[src/rtl/run_ctrl_pkg.sv]
// Shared types and defaults for the host-side run sequencer.
// State encoding is 2-bit; default widths/limits match the nominal system build.
// The hold counter is sized for reset-hold lengths of up to 15 cycles.
package run_ctrl_pkg;

  typedef enum logic [1:0] {
    IDLE  = 2'd0,
    RESET = 2'd1,
    RUN   = 2'd2,
    DONE  = 2'd3
  } state_t;

  localparam int DEF_CW         = 16;
  localparam int DEF_PW         = 2;
  localparam int DEF_TIMEOUT    = 50000;
  localparam int DEF_RST_CYCLES = 2;

  // Width of the reset-hold down-counter (RST_CYCLES is limited to 1..15).
  localparam int HOLD_W = 4;

endpackage

[src/rtl/run_ctrl.sv]
// Run sequencer: four-phase start handshake, core reset hold, cycle counting, done/timeout report.
// Latency: req rise to core_reset fall RST_CYCLES+1 cycles; core_done to ack 1 cycle; req fall to ack fall 1 cycle.
// Backpressure: host holds req until ack, then drops it; dropping req early aborts the run without ack.
module run_ctrl
  import run_ctrl_pkg::*;
#(
  parameter int CW         = DEF_CW,
  parameter int PW         = DEF_PW,
  parameter int RST_CYCLES = DEF_RST_CYCLES,
  parameter int TIMEOUT    = DEF_TIMEOUT
) (
  input  logic          clk,
  input  logic          reset,
  input  logic          req,
  input  logic [PW-1:0] prog_sel,
  input  logic          core_done,
  output logic          core_reset,
  output logic [PW-1:0] prog_id,
  output logic          busy,
  output logic          ack,
  output logic          timeout,
  output logic [CW-1:0] cycle_count
);

  localparam logic [CW-1:0]     CNT_LAST  = CW'(TIMEOUT - 1);
  localparam logic [CW-1:0]     CNT_MAX   = CW'(TIMEOUT);
  localparam logic [HOLD_W-1:0] HOLD_INIT = HOLD_W'(RST_CYCLES - 1);

  state_t              state, state_nxt;
  logic [HOLD_W-1:0]   hold_q, hold_nxt;
  logic [CW-1:0]       cnt_q, cnt_nxt;
  logic                to_q, to_nxt;
  logic [PW-1:0]       pid_q, pid_nxt;

  // Next-state and datapath update; every register holds unless a transition says otherwise.
  always_comb begin
    state_nxt = state;
    hold_nxt  = hold_q;
    cnt_nxt   = cnt_q;
    to_nxt    = to_q;
    pid_nxt   = pid_q;
    unique case (state)
      IDLE: begin
        // Previous results stay visible here until a new run is accepted.
        if (req) begin
          pid_nxt   = prog_sel;
          cnt_nxt   = '0;
          to_nxt    = 1'b0;
          hold_nxt  = HOLD_INIT;
          state_nxt = RESET;
        end
      end
      RESET: begin
        // core_done is deliberately ignored while the core is held in reset.
        if (!req) begin
          state_nxt = IDLE;
        end else if (hold_q == '0) begin
          state_nxt = RUN;
        end else begin
          hold_nxt = hold_q - HOLD_W'(1);
        end
      end
      RUN: begin
        if (!req) begin
          // Abort: keep the partial count, no timeout flag.
          state_nxt = IDLE;
        end else if (core_done) begin
          // Done has priority over a coincident timeout.
          state_nxt = DONE;
        end else if (cnt_q == CNT_LAST) begin
          cnt_nxt   = CNT_MAX;
          to_nxt    = 1'b1;
          state_nxt = DONE;
        end else begin
          cnt_nxt = cnt_q + CW'(1);
        end
      end
      DONE: begin
        if (!req) begin
          state_nxt = IDLE;
        end
      end
      default: state_nxt = IDLE;
    endcase
  end

  // State and datapath registers; async reset returns everything to a clean idle.
  always_ff @(posedge clk or negedge reset) begin
    if (!reset) begin
      state  <= IDLE;
      hold_q <= '0;
      cnt_q  <= '0;
      to_q   <= 1'b0;
      pid_q  <= '0;
    end else begin
      state  <= state_nxt;
      hold_q <= hold_nxt;
      cnt_q  <= cnt_nxt;
      to_q   <= to_nxt;
      pid_q  <= pid_nxt;
    end
  end

  // Outputs decode from registers only, so no input reaches an output combinationally.
  always_comb begin
    core_reset  = (state != RUN);
    busy        = (state == RESET) || (state == RUN);
    ack         = (state == DONE);
    timeout     = to_q;
    cycle_count = cnt_q;
    prog_id     = pid_q;
  end

endmodule

[config.mk]
export PLATFORM = sky130hd
export DESIGN_NAME = run_ctrl
export DESIGN_NICKNAME = d
export VERILOG_FILES = /design/src/rtl/run_ctrl_pkg.sv /design/src/rtl/run_ctrl.sv
export SDC_FILE = /design/constraint.sdc
export NUM_CORES = 1
export LEC_CHECK = 0
export CAP_MARGIN = 10
export CELL_PAD_IN_SITES_DETAIL_PLACEMENT = 1
export CELL_PAD_IN_SITES_GLOBAL_PLACEMENT = 1
export CORE_MARGIN = 2
export CORE_UTILIZATION = 35
export CTS_CLUSTER_DIAMETER = 120
export DETAILED_ROUTE_END_ITERATION = 8
export HOLD_SLACK_MARGIN = 0.15
export PLACE_DENSITY_LB_ADDON = 0.2
export SYNTH_ARGS = -nofsm -noshare
export SYNTH_HDL_FRONTEND = slang
export SYNTH_SLANG_ARGS = --single-unit
[constraint.sdc]
create_clock -name clk -period 1.8 [get_ports clk]
set_clock_uncertainty 0.15 [all_clocks]
set_input_delay 0.54 -clock clk [delete_from_list [all_inputs] [get_ports clk]]
set_output_delay 0.54 -clock clk [all_outputs]
set_load 0.02 [all_outputs]
==> results.json <==
{
  "worstSetupStartpointType": "register",
  "die_height_um": 68.70,
  "setup_viol": 20,
  "worst_slew_margin_rel": 0.7787,
  "required_ns": 1.11,
  "layout-drive-gt1-share": 0.5066,
  "p_comb_frac": 0.591,
  "max_freq_mhz": 519.4,
  "ys.flop_type": "dfrtp_1",
  "avgViaCountPerCell": 5.668,
  "yosys-top-cells-count": "dfrtp_1, nand2_1, o21ai_0, nor2_1, inv_1",
  "drtPass1Iterations": 4,
  "switching_power_uw": 1115,
  "sequentialPowerShare": 0.279,
  "synth_edf_count": 0,
  "grt_pass1_wl_um": 7893,
  "diodes": 0,
  "vdd_ir_drop_max_mv": 0.8444,
  "critPathSlowestCell": "dfrtp_1",
  "antenna_found_initial": 0,
  "drc_errors": 0,
  "syn_area_per_cell_sq_um": 9.833,
  "fin_setup_tns_ns": -0.9855,
  "hold_class": "reg -> reg",
  "power.total_uw": 2773,
  "dpl.hpwl_um": 3365,
  "clk_path_buf_depth": 2,
  "r2r-start": "state[0]",
  "cts-root-buf": "clkbuf_8",
  "synth_area_leaders": "dfrtp_1, ha_1, o21ai_0, xor2_1, nand2_1",
  "stdcell_count": 277,
  "placed_cells": 262,
  "grt_max_degree": 26,
  "cts.sinks": 25,
  "endpoint_kind": "primary output",
  "ys_seq_elements": 25,
  "cts_tree": "yes",
  "design_area_sq_um": 2430,
  "cp_max_fo": 4,
  "final_util": 0.6031,
  "drv_slew": 0,
  "grt_pass1_vias": 1619,
  "synth_top_area_share": 0.4270,
  "period_share": 1.070,
  "ys_types": 43,
  "fp.dieW_um": 68.70,
  "routed_wl_um": 5560,
  "yosysWarnings": 0,
  "first_iter_violations": 93,
  "pwr-share-clk": 0.129,
  "violations": "setup timing",
  "switching_share": 0.4021,
  "core_area_sq_um": 4029,
  "synth_most_common_cell": "dfrtp_1",
  "gp_congestion": 0.8196,
  "yosys.area.top_type": "dfrtp_1",
  "place_area_sq_um": 2097,
  "io_buffers": 27,
  "worstReg2RegEnd": "timeout",
  "initial_core_util": 0.3637,
  "path_cells": "inv_2 -> ha_1 -> buf_6",
  "syn_area_sq_um": 1465,
  "crit_buf_inv": 2,
  "worst_slack_ns": -0.1253,
  "period_needed_ns": 1.925,
  "rr_worst_depth": 8,
  "ys_async_sr_fraction": 1.000,
  "wl_per_cell_um": 20.07,
  "ios": 28,
  "crit_family": "flip-flops",
  "cts_buffers": 3,
  "p_leak_uw": 0.001144,
  "drv_cap": 0,
  "via_count": 1570,
  "die-area_sq_um": 4720,
  "synth_cells": 149,
  "status": "finished with violations",
  "antenna_left": 0,
  "cp.arrival_ns": 1.24,
  "synth_nets": 163,
  "r2r_slack_ns": -0.12,
  "worst_pin_slew_ns": 0.3294,
  "nets": 242,
  "synth_seq_area_share": 0.4270,
  "clk_pin_slew_ns": 0.10,
  "grt_setup_unrepaired": "yes",
  "min_to": "timeout",
  "row_count": 23,
  "max_stage_delay_ns": 0.42,
  "grt_usage": 0.2268,
  "cts_max_level": 1,
  "grt_overflow": 0,
  "cell_internal_pwr_uw": 1658,
  "p_per_area_nw_per_um2": 1141,
  "area_delta_synth_final_pct": 65.84,
  "hold_viol": 0,
  "holdPathStages": 1,
  "clkLatencyLatePin_ns": 0.28,
  "crit_type": "reg -> out",
  "hp-start": "timeout",
  "fillers": 447
}
==> placed cells by master (no fill, tap or decap), drive strengths merged, types with 5 or more instances in the layout <==
| cell type | n |
|---|---|
| buf | 57 |
| dfrtp | 25 |
| nand2 | 13 |
| o21ai | 13 |
| dlygate4sd2 | 10 |
| nor2 | 10 |
| inv | 9 |
| ha | 8 |
| a21oi | 7 |
| xor2 | 6 |
| nand3 | 6 |
| nand4 | 5 |
| a22o | 5 |
| clkbuf | 5 |
==> what timing repair did <==
action | in CTS | in global routing
hold endpoints to repair | 0 | 0
buffers inserted | 2 | 9
resized for setup | 71 | 51
hold buffers | 0 | 0
pin swaps | 5 | 22
endpoints found under the setup margin | 41 | 34
==> cells by family after synthesis <==
kind of cell | after synthesis | synth area share
AOI/OAI and AO/OA | 37 | 0.1691
xor gates and xnor gates | 7 | 0.04185
adders and majority gates | 8 | 0.06832
buffers and inverters | 13 | 0.04526
DFF | 25 | 0.4270
muxes | 5 | 0.03757
and+or+nand+nor | 54 | 0.2109
==> power by group through the flow <==
stage                     Clock, uW  Combinational [uW]  Sequential (uW)
after global placement            0                1220              758
after global routing            392                1760              787
after detailed placement          0                1280              764
after floorplan                   0                 628              813
final                           359                1640              774
after CTS                       350                1360              759
==> flip-flops by register name, indices dropped and copies added, names as in the netlist <==
register / flops
cycle_count: 16
prog_id: 2
hold_q: 4
timeout: 1
state: 2
==> worst max-delay path by stage <==
stage | startpoint | to | slack, ns | cells after the start
5_1_grt | state[0] | cycle_count[12] | -0.17 | 9
2_1_floorplan | hold_q[1] | state[0] | -0.01 | 8
3_5_place_dp | req | cycle_count[13] | -0.37 | 5
4_1_cts | state[0] | cycle_count[13] | -0.15 | 7
3_3_place_gp | req | cycle_count[13] | -0.32 | 5
6_report | state[0] | busy | -0.13 | 3
==> area by class of cell <==
cell class,instances,area [sq um],share of cell area
well taps,50,62.56,0.02575
clock buffers,3,41.29,0.01699
repair buffers,78,676.9,0.2786
clock inverters,1,5.005,0.002060
multi-input cells,111,977.2,0.4022
flip-flops and latches,25,630.6,0.2595
inverters,9,36.28,0.01493
==> metal layers <==
metal / GRT usage / part of all wire / vias to the layer above
li1: - / - / 697
met3: 0.03409 / 0.040 / 16
met5: 0 / 0 / -
met2: 0.4026 / 0.53 / 44
met1: 0.2840 / 0.41 / 813
met4: 0.06618 / 0.027 / 0
==> per-stage QoR <==
step | hold WS [ns] | worst slack, ns
after detailed placement | 0.3376 | -0.3689
after global routing | 0.3927 | -0.1723
after CTS | 0.3649 | -0.1461
after global placement | 0.3299 | -0.3224
after floorplan | 0.09441 | -0.01499
final | 0.3574 | -0.1253
No activity file was read; power rests on OpenSTA's default activity.
==> patch 1 (config.mk and constraints unchanged) <==
The 4 states of `state_t` get a one-hot encoding in 4 bits.
--- a/src/rtl/run_ctrl_pkg.sv
+++ b/src/rtl/run_ctrl_pkg.sv
@@ -3,11 +3,11 @@
 // The hold counter is sized for reset-hold lengths of up to 15 cycles.
 package run_ctrl_pkg;
 
-  typedef enum logic [1:0] {
-    IDLE  = 2'd0,
-    RESET = 2'd1,
-    RUN   = 2'd2,
-    DONE  = 2'd3
+  typedef enum logic [3:0] {
+    IDLE  = 4'b0001,
+    RESET = 4'b0010,
+    RUN   = 4'b0100,
+    DONE  = 4'b1000
   } state_t;
 
   localparam int DEF_CW         = 16;
Check against the original RTL: same outputs for any inputs over 10 cycles, from zero or initial values and one cycle with reset low; not proved beyond that.
==> patch 1 against the original RTL <==
The flow still finishes with violations (negative setup slack); routed wire length is 36% higher; register-to-register slack worse by 0.14 ns; sequential cell count is 2 higher; power is 26% lower; area after synthesis is 9.1% higher; design area is 17% higher; setup slack worse by 0.16 ns; critical path type unchanged; highest routed layer unchanged; non-clock buffer count is 24 higher.
==> patch 1: results (changes against the original RTL) <==
[global_routing]
grtUsageMet1_pct=27.53  ; -0.87 points
grt_pass1_wl_um=9770  ; +24%
antenna_found_initial=0  ; unchanged
gr-usage-met2_pct=47.53  ; +7.3 points
grt_overflow=0  ; unchanged
grt_pass1_vias=1972  ; +22%
track_usage_pct=24.08  ; +1.4 points
grt_max_degree=28  ; +7.7%
met3_usage_pct=2.110  ; -1.3 points

[power_and_ir_drop]
ir_worst_vdd_uv=432.1  ; -49%
p_sw_mw=0.7552  ; -32%
p_leak_nw=1.293  ; +13%

[critical_path]
critPathMaxStageDelay_ns=0.48  ; +0.06 ns
arrival_ns=1.40  ; +0.16 ns
cpLargestDelayFamily=flip-flops
cp_max_fo=5  ; +1
cpMaxStageDelayCell=dfrtp_2

[cells_and_area]
finalInstanceArea_mm2=0.002848  ; +17%
drive_above_1_share_pct=52.79  ; +2.1 points
nFillCells=464  ; +3.8%
nets=279  ; +15%

[logic_synthesis]
yosys-top-cells-area=dfrtp_1 (41%), a21oi_1 (4.1%), nand2_1 (4.0%)
ys_seq_area_share_pct=42.33  ; -0.37 points
syn_nets=179  ; +9.8%
synthTopCellsByCount=dfrtp_1 (26), nand2_1 (17), a21oi_1 (13)
synth.distinct_cells=49  ; +14%
synth_warnings=0  ; unchanged

[route]
drtIter0Drc=144  ; +55%
wl_per_cell_um=23.61  ; +18%
routed-via-count=1886  ; +20%
dr.pass1.iters=4  ; unchanged

[outcome]
status=complete, but fails checks
violations=negative setup slack

[placement]
place_area_mm2=0.002271  ; +8.3%
gp_congestion=0.8123  ; -0.89%
dp_hpwl_um=3933  ; +17%
port_buffers=27  ; unchanged

[sta]
slew_headroom_pct=75.26  ; -2.6 points
finalSetupViolCount=21  ; +5.0%
setup_ws_ns=-0.2886  ; -0.1634 ns

[clock_network]
path_clk_slew_ns=0.11
htreeDepth=1  ; unchanged

[min_path]
hold_path_class=flop to flop

## patch 1: worst reg2reg max path: stages (launching register included)
cell and delay (ns):
dfstp_2 0.42, buf_6 0.12, nor4b_4 0.30, inv_2 0.06, buf_4 0.14, buf_6 0.12, nor3b_4 0.18, buf_6 0.17
buf_6 0.10, a32o_1 0.22
## patch 1: power groups by stage
stage / combinational [mW] / clock [mW] / sequential (mW)
after detailed placement: 0.604 / 0 / 0.733
after floorplan: 0.317 / 0 / 0.734
after global routing: 0.988 / 0.405 / 0.735
after global placement: 0.564 / 0 / 0.728
final: 0.938 / 0.385 / 0.728
after CTS: 0.790 / 0.369 / 0.722
## patch 1: per-layer routing
metal	part of all wire, %	vias to the layer above
met5	0	-
met4	4.6	0
met2	53	64
li1	-	831
met1	39	960
met3	3.0	31
## patch 1: timing repair
item                                    4_1_cts  5_1_grt
pin swaps                                    18       23
endpoints found under the hold margin         0        0
resized for setup                            71       57
setup buffers                                15       16
hold buffers                                  0        0
endpoints found under the setup margin       47       32
gates cloned                                  1        0
## patch 1: final timing paths
path / startpoint / to / slack (ns) / cells after the start
hold reg to reg: prog_id[1] / prog_id[1] / 0.38 / 2
hold / removal: prog_id[1] / prog_id[1] / 0.38 / 2
max in group asynchronous: reset / state[0] / 0.81 / 2
setup / recovery: state[1] / busy / -0.29 / 4
setup reg to reg: state[0] / cycle_count[1] / -0.26 / 9
min in group asynchronous: reset / cycle_count[1] / 0.45 / 2
## patch 1: cell type report
type	instances	share of cell area, %
Inverter	7	0.9227
Clock inverter	1	0.1757
Sequential cell	27	24.21
Clock buffer	3	1.450
Tap cell	52	2.285
Multi-Input combinational cell	129	38.71
Timing Repair Buffer	102	32.25
## patch 1: metrics by stage
| stage | worst slack (ns) | std cells | TNS, ns | hold WS (ns) |
|---|---|---|---|---|
| detailed placement | -0.7005 | 288 | -12.39 | 0.3113 |
| global route | -0.3693 | 321 | -5.387 | 0.3946 |
| floorplan | -0.1028 | 170 | -0.3753 | 0.09441 |
| CTS | -0.2308 | 307 | -2.015 | 0.3317 |
| global placement | -0.5582 | 288 | -9.241 | 0.3100 |
| finish | -0.2886 | 321 | -3.783 | 0.3809 |
## patch 1: cell families (layout without fill, tap and decap cells)
group,Yosys count,after routing,synth area share [%]
XOR/XNOR,5,5,2.739
adder cells (fa/ha/maj),3,3,2.348
AO/OA/AOI/OAI,47,47,18.78
buffers and inverters,14,113,5.085
flip-flops,27,27,42.33
AND/OR/NAND/NOR,73,73,28.09
multiplexers,1,1,0.6260
==> patch 2 (config.mk and constraints unchanged) <==
Without the edit above. Change the package constant `HOLD_W` from 4 to 6.
--- a/src/rtl/run_ctrl_pkg.sv
+++ b/src/rtl/run_ctrl_pkg.sv
@@ -16,7 +16,7 @@
   localparam int DEF_RST_CYCLES = 2;
 
   // Width of the reset-hold down-counter (RST_CYCLES is limited to 1..15).
-  localparam int HOLD_W = 4;
+  localparam int HOLD_W = 6;
 
 endpackage
 
Behaviour: same outputs for any inputs over 10 cycles, from zero or initial values and one cycle with reset low; that may be too few to reach the edited logic, so the function may still have changed.
==> patch 2 against the original RTL <==
The run still ends with negative setup slack left; critical path depth rose by 5; area after synthesis rose by 14%; sequential cell count rose by 2; sequential power rose by 4.9%; power fell by 5.1%; routed wire length rose by 21%; utilization fell by 0.47 points; via count rose by 16%; setup slack got worse by 0.13 ns; global-route usage rose by 3.5 points; design area rose by 15%; register-to-register slack got worse by 0.14 ns.
==> patch 2: results (changes against the original RTL) <==
[critical_path]
cp_max_fo=4  ; unchanged
critPathMaxStageDelay_ns=0.45  ; +0.03 ns
arrival_ns=2.12  ; +0.88 ns
cpMaxStageDelayCell=or3_4

[placement]
dp_hpwl_um=4455  ; +32%
port_buffers=27  ; unchanged
gp_congestion=0.8543  ; +4.2%

[logic_synthesis]
ys_seq_area_share_pct=40.54  ; -2.2 points
synth_ff_type=dfrtp_1
synth_warnings=0  ; unchanged
synth.distinct_cells=51  ; +19%
syn_nets=185  ; +13%
synthTopCellsByCount=dfrtp_1 (27), nand2_1 (12), o21ai_0 (12)
synth-edff-count=0  ; unchanged
yosys-top-cells-area=dfrtp_1 (41%), ha_1 (6.0%), o21ai_0 (3.6%)

[sta]
finalSetupViolCount=24  ; +20%
setup_ws_ns=-0.2602  ; -0.1350 ns
tightest_slew_ns=0.4913  ; +0.1619 ns

[cells_and_area]
nets=272  ; +12%
nFillCells=514  ; +15%
largest_reg_flops=16  ; unchanged
drive_above_1_share_pct=52.14  ; +1.5 points

[global_routing]
grt_pass1_wl_um=10360  ; +31%
track_usage_pct=26.17  ; +3.5 points
grt_max_degree=28  ; +7.7%
grt_pass1_vias=1959  ; +21%

[route]
drtIter0Drc=39  ; -58%
wirelength_um=6740  ; +21%
viasPerCell=5.875  ; +3.6%

[clock_network]
htreeDepth=1  ; unchanged
cts-buffers-inserted=3  ; unchanged
path_clk_slew_ns=0.10  ; about the same

[outcome]
violations=negative setup slack
status=complete, but fails checks

[power_and_ir_drop]
p_leak_nw=1.278  ; +12%
ir_worst_vdd_uv=603.2  ; -29%

[min_path]
hold_path_class=flop to flop

==> patch 2: power breakdown <==
part	total, mW	switching [mW]	internal [mW]
sequential	0.812	0.0967	0.715
clock	0.365	0.206	0.159
combinational	1.46	0.731	0.725
==> patch 2: cells by family (layout without fill, tap and decap cells) <==
kind of cell / count (synthesis) / after routing / synth area share (%)
simple gates: 60 / 60 / 21.70
compound gates: 52 / 52 / 22.00
flops: 27 / 27 / 40.54
buf+inv: 13 / 99 / 3.003
mux: 9 / 9 / 5.706
fa+ha+maj: 8 / 8 / 6.006
xor+xnor: 2 / 2 / 1.051
==> patch 2: metal layers <==
layer	share of wire, %	routed length (um)	GRT usage, %
met1	38	2564	29.46
met2	55	3731	49.25
met3	2.6	172	2.901
met4	4.0	272	10.91
met5	0	0	0
==> patch 2: through the flow <==
stage,std cells,setup WS (ns),utilization [%],instance area (um2),setup TNS [ns]
floorplan,171,-0.07672,-,1750,-0.08905
global placement,293,-0.3823,51.87,2417,-7.889
detailed placement,293,-0.4840,51.87,2417,-9.633
CTS,305,-0.1746,57.05,2659,-1.632
global route,311,-0.3059,59.84,2789,-4.643
finish,311,-0.2602,59.84,2789,-3.188
==> patch 2: area by class of cell <==
type	count	area share (%)
clock buffer	4	1.615
timing repair buffer	87	26.69
tap	54	2.423
sequential	27	24.59
multi-input combinational	131	43.61
inverter	8	1.077
==> patch 2: critical path, delay by kind of cell, from the launching register on <==
| kind | cells | cell delay, ns |
|---|---|---|
| AO/OA/AOI/OAI | 2 | 0.33 |
| adder cells (fa/ha/maj) | 1 | 0.16 |
| buffers and inverters | 3 | 0.37 |
| flip-flops | 1 | 0.41 |
| AND/OR/NAND/NOR | 2 | 0.56 |
==> patch 2: worst paths after layout <==
path | cells after the start | startpoint | slack [ns] | to
max | 8 | state[1] | -0.26 | cycle_count[11]
min in group asynchronous | 2 | reset | 0.46 | cycle_count[10]
min reg2reg | 1 | hold_q[5] | 0.34 | hold_q[5]
max reg2reg | 8 | state[1] | -0.26 | cycle_count[11]
max in group asynchronous | 2 | reset | 0.86 | cycle_count[0]
min | 1 | hold_q[5] | 0.34 | hold_q[5]
==> patch 2: what timing repair did <==
item | CTS | global route
hold buffers | 0 | 0
pin swaps | 17 | 6
endpoints found under the setup margin | 45 | 37
gates resized for setup | 86 | 36
buffers inserted | 9 | 6
